==> src/rtl/mp_addsub_seq.sv <==
// mp_addsub_seq: W=N*WORDS add/subtract sequenced over one N-bit slice, LSB slice first.
// Define MP_ADDSUB_SEQ_OVF_EN to add the registered signed-overflow output.
module mp_addsub_seq #(
   parameter int N     = 4,
   parameter int WORDS = 4
) (
   input  logic                 clk,
   input  logic                 rst,
   input  logic                 in_valid,
   output logic                 in_ready,
   input  logic [N*WORDS-1:0]   a,
   input  logic [N*WORDS-1:0]   b,
   input  logic                 sub,
   input  logic                 carry_in,
   output logic                 out_valid,
   input  logic                 out_ready,
   output logic [N*WORDS-1:0]   result,
   output logic                 carry_out,
   output logic                 busy
`ifdef MP_ADDSUB_SEQ_OVF_EN
   ,output logic                overflow
`endif
);
   localparam int W  = N * WORDS;
   localparam int KW = (WORDS > 1) ? $clog2(WORDS) : 1;

   typedef enum logic [1:0] {IDLE, RUN, DONE} state_t;

   state_t        state_q, state_d;
   logic [KW-1:0] k_q, k_d;
   logic          c_q, c_d, sub_q, sub_d, co_q, co_d;
   logic [W-1:0]  a_q, a_d, b_q, b_d, res_q, res_d;
   logic [N-1:0]  bx;
   logic [N:0]    s;
`ifdef MP_ADDSUB_SEQ_OVF_EN
   logic          ovf_q, ovf_d;
`endif

   // Operands shift right one slice per cycle, so the active slice is always bits [N-1:0].
   assign bx = sub_q ? ~b_q[N-1:0] : b_q[N-1:0];
   assign s  = {1'b0, a_q[N-1:0]} + {1'b0, bx} + {{N{1'b0}}, c_q};

   always_comb begin
      state_d = state_q;
      k_d     = k_q;
      c_d     = c_q;
      a_d     = a_q;
      b_d     = b_q;
      sub_d   = sub_q;
      res_d   = res_q;
      co_d    = co_q;
`ifdef MP_ADDSUB_SEQ_OVF_EN
      ovf_d   = ovf_q;
`endif
      case (state_q)
         IDLE: if (in_valid) begin
            state_d = RUN;
            a_d     = a;
            b_d     = b;
            sub_d   = sub;
            c_d     = sub ^ carry_in;
            k_d     = '0;
         end
         RUN: begin
            a_d   = a_q >> N;
            b_d   = b_q >> N;
            c_d   = s[N];
            res_d = (res_q >> N) | (W'(s[N-1:0]) << (W - N));
            k_d   = k_q + KW'(1);
            if (k_q == KW'(WORDS - 1)) begin
               state_d = DONE;
               co_d    = s[N];
`ifdef MP_ADDSUB_SEQ_OVF_EN
               // carry into the MSB recovered from the MSB sum bit
               ovf_d   = s[N] ^ s[N-1] ^ a_q[N-1] ^ bx[N-1];
`endif
            end
         end
         DONE: if (out_ready) state_d = IDLE;
         default: state_d = IDLE;
      endcase
   end

   always_ff @(posedge clk) begin
      if (rst) begin
         state_q <= IDLE;
         k_q     <= '0;
         c_q     <= 1'b0;
         a_q     <= '0;
         b_q     <= '0;
         sub_q   <= 1'b0;
         res_q   <= '0;
         co_q    <= 1'b0;
`ifdef MP_ADDSUB_SEQ_OVF_EN
         ovf_q   <= 1'b0;
`endif
      end else begin
         state_q <= state_d;
         k_q     <= k_d;
         c_q     <= c_d;
         a_q     <= a_d;
         b_q     <= b_d;
         sub_q   <= sub_d;
         res_q   <= res_d;
         co_q    <= co_d;
`ifdef MP_ADDSUB_SEQ_OVF_EN
         ovf_q   <= ovf_d;
`endif
      end
   end

   assign in_ready  = state_q == IDLE;
   assign out_valid = state_q == DONE;
   assign busy      = state_q != IDLE;
   assign result    = res_q;
   assign carry_out = co_q;
`ifdef MP_ADDSUB_SEQ_OVF_EN
   assign overflow  = ovf_q;
`endif
endmodule

==> config.mk <==
export PLATFORM = sky130hd
export DESIGN_NAME = mp_addsub_seq
export DESIGN_NICKNAME = d
export VERILOG_FILES = /design/src/rtl/mp_addsub_seq.sv
export SDC_FILE = /design/constraint.sdc
export NUM_CORES = 1
export LEC_CHECK = 0
export CORE_ASPECT_RATIO = 1.75
export CORE_MARGIN = 3
export CORE_UTILIZATION = 49
export CTS_BUF_LIST = sky130_fd_sc_hd__clkbuf_16
export CTS_CLUSTER_SIZE = 24
export DETAILED_ROUTE_END_ITERATION = 16
export PLACE_DENSITY = 0.77
export SLEW_MARGIN = 20
export SYNTH_ARGS = -nofsm -noshare
export SYNTH_HDL_FRONTEND = slang
export SYNTH_SLANG_ARGS = --single-unit
export TNS_END_PERCENT = 100
==> constraint.sdc <==
create_clock -name clk -period 2 [get_ports clk]
set_input_delay 0.2 -clock clk [delete_from_list [all_inputs] [get_ports clk]]
set_output_delay 0.2 -clock clk [all_outputs]
set_load 0.01 [all_outputs]
# Yosys cells after proc, flatten, opt, wreduce, memory -nomap -nowiden
# Index checks and enable logic that the tools add are counted.
# classes
n_addsub	3
mul	0
div	0
magnitude_cmp	0
n_eq_ne	6
shift	0
mux	13
n_bitwise	3
reduce_logical	7
# ops
operator	n
16-bit one-hot mux with 2 select lines	2
16-bit 2-to-1 mux	2
12-bit by 16-bit bitwise OR with 16-bit output	1
2-bit 2-to-1 mux	4
2-bit one-hot mux with 3 select lines	1
2-bit AND reduction	3
4-bit by 4-bit adder with 5-bit output	1
5-bit by 1-bit adder with 5-bit output	1
2-bit == test (second input constant)	2
4-bit 2-to-1 mux	1
2-bit != test (second input constant)	2
4-bit NOT	1
2-bit one-hot mux with 2 select lines	1
2-bit nonzero test	2
3-bit AND reduction	1
2-bit by 1-bit adder with 2-bit output (second input constant)	1
2-bit by 1-bit == test with 1-bit output (second input constant)	1
2-bit logical NOT	1
2-bit by 1-bit != test with 1-bit output (second input constant)	1
1-bit one-hot mux with 2 select lines	1
1-bit 2-to-1 mux	1
1-bit XOR	1
# totals
regBits	55
latchBits	0
ramBits	0
rom_bits	0
word_cells	40
mem_count	0

# Logic depth before layout (Yosys ltp)
# logic_depth
depth_word	5
depth_mapped	8
depth_no_buf	7

# Worst setup path before layout
# Ideal clock, no wire load.
# synth_path
path_type	register to register
from	reg sub_q
to	reg co_q (netlist: carry_out)
setup_time_ns	0.132
arrival_ns	1.591
t_required_ns	1.868
setup_slack_ns	0.277
stages_incl_launch_ff	9
period_less_slack_ns	1.723
cell_sequence	dfxtp_1 -> clkbuf_1 -> xnor2_1 -> fa_1 -> inv_1 -> fa_1 -> nand3_1 -> and4_1 -> nor3_1
# synth_via
elab_chain_cells	3
# synth_lines
element	line	text
start, declared	31	logic c_q, c_d, sub_q, sub_d, co_q, co_d;
start signal, assigned	103	sub_q <= sub_d;
4-bit 2-to-1 mux	40	assign bx = sub_q ? ~b_q[N-1:0] : b_q[N-1:0];
4-bit by 4-bit adder with 5-bit output	41	assign s = {1'b0, a_q[N-1:0]} + {1'b0, bx} + {{N{1'b0}}, c_q};
5-bit by 1-bit adder with 5-bit output	41	
end signal, assigned	105	co_q <= co_d;
end, declared	31	
# Every way passes these cells.
# A chain may end at the register's enable or synchronous reset.

# Worst setup path after layout
# layout_path
from	reg state_q[1]
to	out in_ready
# layout_via
elab_chain_cells	1
# layout_lines
element	line	text
start, declared	29	state_t state_q, state_d;
start signal, assigned	98	state_q <= state_d;
2-bit logical NOT	112	assign in_ready = state_q == IDLE;
end, declared	10	output logic in_ready,
# Every way passes these cells.

==> impl_table.tex <==
\begin{tabular}{lr}
\hline
Metric & Value \\
\hline
\multicolumn{2}{l}{\textbf{Die}} \\
Die H & 97.9 um \\
Die Footprint & 5730 um2 \\
Number of I/O pins & 58 \\
Area of the core & 4520 um2 \\
Initial core utilization & 52.3\% \\
Standard-cell rows & 32 \\
Die width & 58.5 um \\
\multicolumn{2}{l}{\textbf{Cells and area}} \\
Commonest non-fill, non-tap cells in the layout & nand2\_1, clkdlybuf4s50\_1, dfxtp\_1 \\
Area occupied by registers & 1100 um2 \\
Count of placed standard cells in the final layout, fillers left out & 387 \\
Ratio of cells with drive above 1 in the final layout & 5.95\% \\
Layout net count & 379 \\
Area growth from synthesis to layout & 30.8\% \\
Commonest non-fill, non-tap cell in the layout & nand2\_1 \\
Total of fill cells in the finished design & 413 \\
Inserted Diodes & 0 \\
Multi-input gate area & 1120 um2 \\
\multicolumn{2}{l}{\textbf{Timing}} \\
Post-route fraction of the period consumed by the critical path & between 80\% and 90\% \\
Final-report hold violation count & 0 \\
Setup Viol. Count Final & 0 \\
Hold\_ws & approximately 300 ps \\
Sum of negative setup slack & 0 ps \\
Pin slew with the least headroom to its limit & 334 ps \\
Number of pins with negative max-slew slack in the final report & 0 \\
Time the worst path needs with I/O delays and setup & 1770 ps \\
Final Skew & 2.77 ps \\
Headroom to the max-slew limit & between 70\% and 80\% \\
Achievable frequency & 563 MHz \\
RSZ-0062 raised after global routing & no \\
\multicolumn{2}{l}{\textbf{Synth}} \\
Sequential fraction of the synthesis area & a little under half \\
Share of Yosys cell area claimed by the top area cell type & between 40\% and 50\% \\
Cell count after synthesis & 284 \\
Area of the mapped netlist & 2370 um2 \\
Most area-hungry cell type in the Yosys netlist & dfxtp\_1 \\
Cells taking the most area after synthesis & dfxtp\_1, nand2\_1, a311oi\_1, nor2\_1, a21oi\_1 \\
Average size of a mapped cell & 8.33 um2 \\
Warnings from Yosys & 0 \\
Mapped Nets & 328 \\
Synth cell types & 32 \\
Register bit total from synthesis & 55 \\
\multicolumn{2}{l}{\textbf{Min path}} \\
Min-Delay Startpoint & rst \\
Path class of the lowest-slack min-delay path & in2reg \\
\multicolumn{2}{l}{\textbf{GRT}} \\
Largest net degree at the start of global routing & 40 \\
Total global routing overflow & 0 \\
Vias in the first global route & 1937 \\
All-layer global routing usage & 19.0\% \\
Wire length of the first global-routing pass & 8.58 mm \\
Antenna violations before repair & 0 \\
\multicolumn{2}{l}{\textbf{Critical path}} \\
Critical path data arrival time & roughly 1600 ps \\
Critical setup path kind & reg2out \\
Critical path peak fanout & 7 \\
Critical path required time & 1800 ps \\
Setup crit end kind & output port \\
Sort of element at the start of the critical path & flop \\
Crit path from & state\_q[1]\$\_SDFFE\_PP0P\_ \\
Worst reg2reg startpoint & sub\_q\$\_SDFFE\_PP0P\_ \\
\multicolumn{2}{l}{\textbf{Status}} \\
Result of the run & finished, final reports clean \\
\multicolumn{2}{l}{\textbf{Routing}} \\
Routed wire per std cell & 12.9 um \\
Antenna Nets Post-Route & 0 \\
First-pass iteration count of the detailed router & 4 \\
Detailed-route via count & 2081 \\
DRC Markers & 0 \\
Final Routed Wirelength & 5.00 mm \\
DR vias/cell & $\sim$5.4 \\
Iteration-0 DRC Markers & 88 \\
\multicolumn{2}{l}{\textbf{Clock tree}} \\
Num Clock Sinks & 55 \\
TritonCTS clock tree & yes \\
Clock tree root buffer cell & clkbuf\_16 \\
Clock transition at the registers of the reported paths & 60 ps \\
Post\_cts resized & 0 \\
Insertion delay to the later sink of the worst-skew pair & 290 ps \\
Total CTS buffers & 5 \\
Number of buffers inserted to repair setup after CTS & 0 \\
Maximum level of the CTS H-tree & 2 \\
Maximum clock insertion buffer count & 2 \\
Count of hold-fix buffers inserted at cts & 0 \\
\multicolumn{2}{l}{\textbf{Placement}} \\
Placed Cells & 379 \\
PortBufs & 57 \\
Placed wire-length estimate after detailed placement & $\sim$3.7 mm \\
Gpl congestion & 0.781 \\
\multicolumn{2}{l}{\textbf{Pwr}} \\
Peak VDD IR & 0.000664 V \\
Leakage power summed over all cells & around 1.2 nW \\
Power density over the cells & 795 nW/um2 \\
\multicolumn{2}{l}{\textbf{Job}} \\
Max-cap viol count & 0 \\
\hline
\end{tabular}
==> report_power, final <==
group | switching (mW) | internal (mW)
clock network | 0.360 | 0.453
logic | 0.211 | 0.217
registers | 0.0480 | 1.17
==> layer usage <==
layer  GRT usage (%)  vias to the layer above  share of wire [%]
met5               0                        -                  0
li1                -                     1071                  -
met2            35.4                       43                 57
met1            19.5                      959                 37
met4            8.04                        0                2.2
met3            3.84                        8                3.9
==> metrics by stage <==
stage / utilization [%] / worst slack [ps] / power (mW) / area [um2]
floorplan: - / 277 / 1.50 / 2370
global placement: 65.4 / 322 / 1.66 / 2960
detailed placement: 65.4 / 268 / 1.68 / 2960
CTS: 68.4 / 209 / 2.49 / 3100
global route: 68.4 / 154 / 2.59 / 3100
finish: 68.4 / 225 / 2.46 / 3100
==> logic make-up (layout without fill, tap and decap cells) <==
kind of cell	Yosys count	after routing	synth area share, %
buf+inv	29	81	6.45
fa+ha+maj	6	6	3.81
compound gates	59	59	18.1
mux	2	2	0.846
simple gates	127	127	22.0
xor+xnor	6	6	2.22
flops	55	55	46.5
==> cell usage after synthesis (all sizes together) <==
library cell and n:
nand4 1, nor2b 3, inv 6, xor2 4
a211oi 2, a2111oi 1, buf 17, dfxtp 55
nand2b 1, o21bai 1, xnor2 2, and4 1
or2 1, clkbuf 6, a22oi 10, nand3b 4
a21o 1, ha 4, nor3b 1, mux2i 2
nand3 1, nand2 75, nor3 1, a21oi 19
nor2 38, fa 2, a311oi 24, o21ba 1
==> path summary, 6_finish.rpt <==
| check | endpoint | slack (ps) | depth (start not counted) |
|---|---|---|---|
| worst max-delay path | in_ready | 230 | 3 |
| worst min-delay path | state_q[1]$_SDFFE_PP0P_ | 300 | 2 |
| worst max register to register | carry_out$_SDFFE_PP0P_ | 290 | 7 |
| worst min register to register | result[2]$_SDFFE_PP0P_ | 450 | 2 |
==> critical path, stage by stage, from the launching register on <==
cell and delay [ps]:
dfxtp_1 380, or2_2 330, inv_1 60, clkdlybuf4s50_1 520
==> area by class of cell <==
class,count,area share (%)
Multi-Input combinational cell,200,36.1
Sequential cell,55,35.6
Timing Repair Buffer,67,21.1
Clock buffer,5,4.04
Tap cell,51,2.06
Inverter,6,0.728
Clock inverter,3,0.404
==> state kept, by name, summed over array words and instances (netlist names) <==
signal / flops
a_q: 16
b_q: 16
c_q: 1
carry_out: 1
k_q: 2
result: 16
state_q: 2
sub_q: 1
Note: power is estimated with default switching activity, not from simulation.
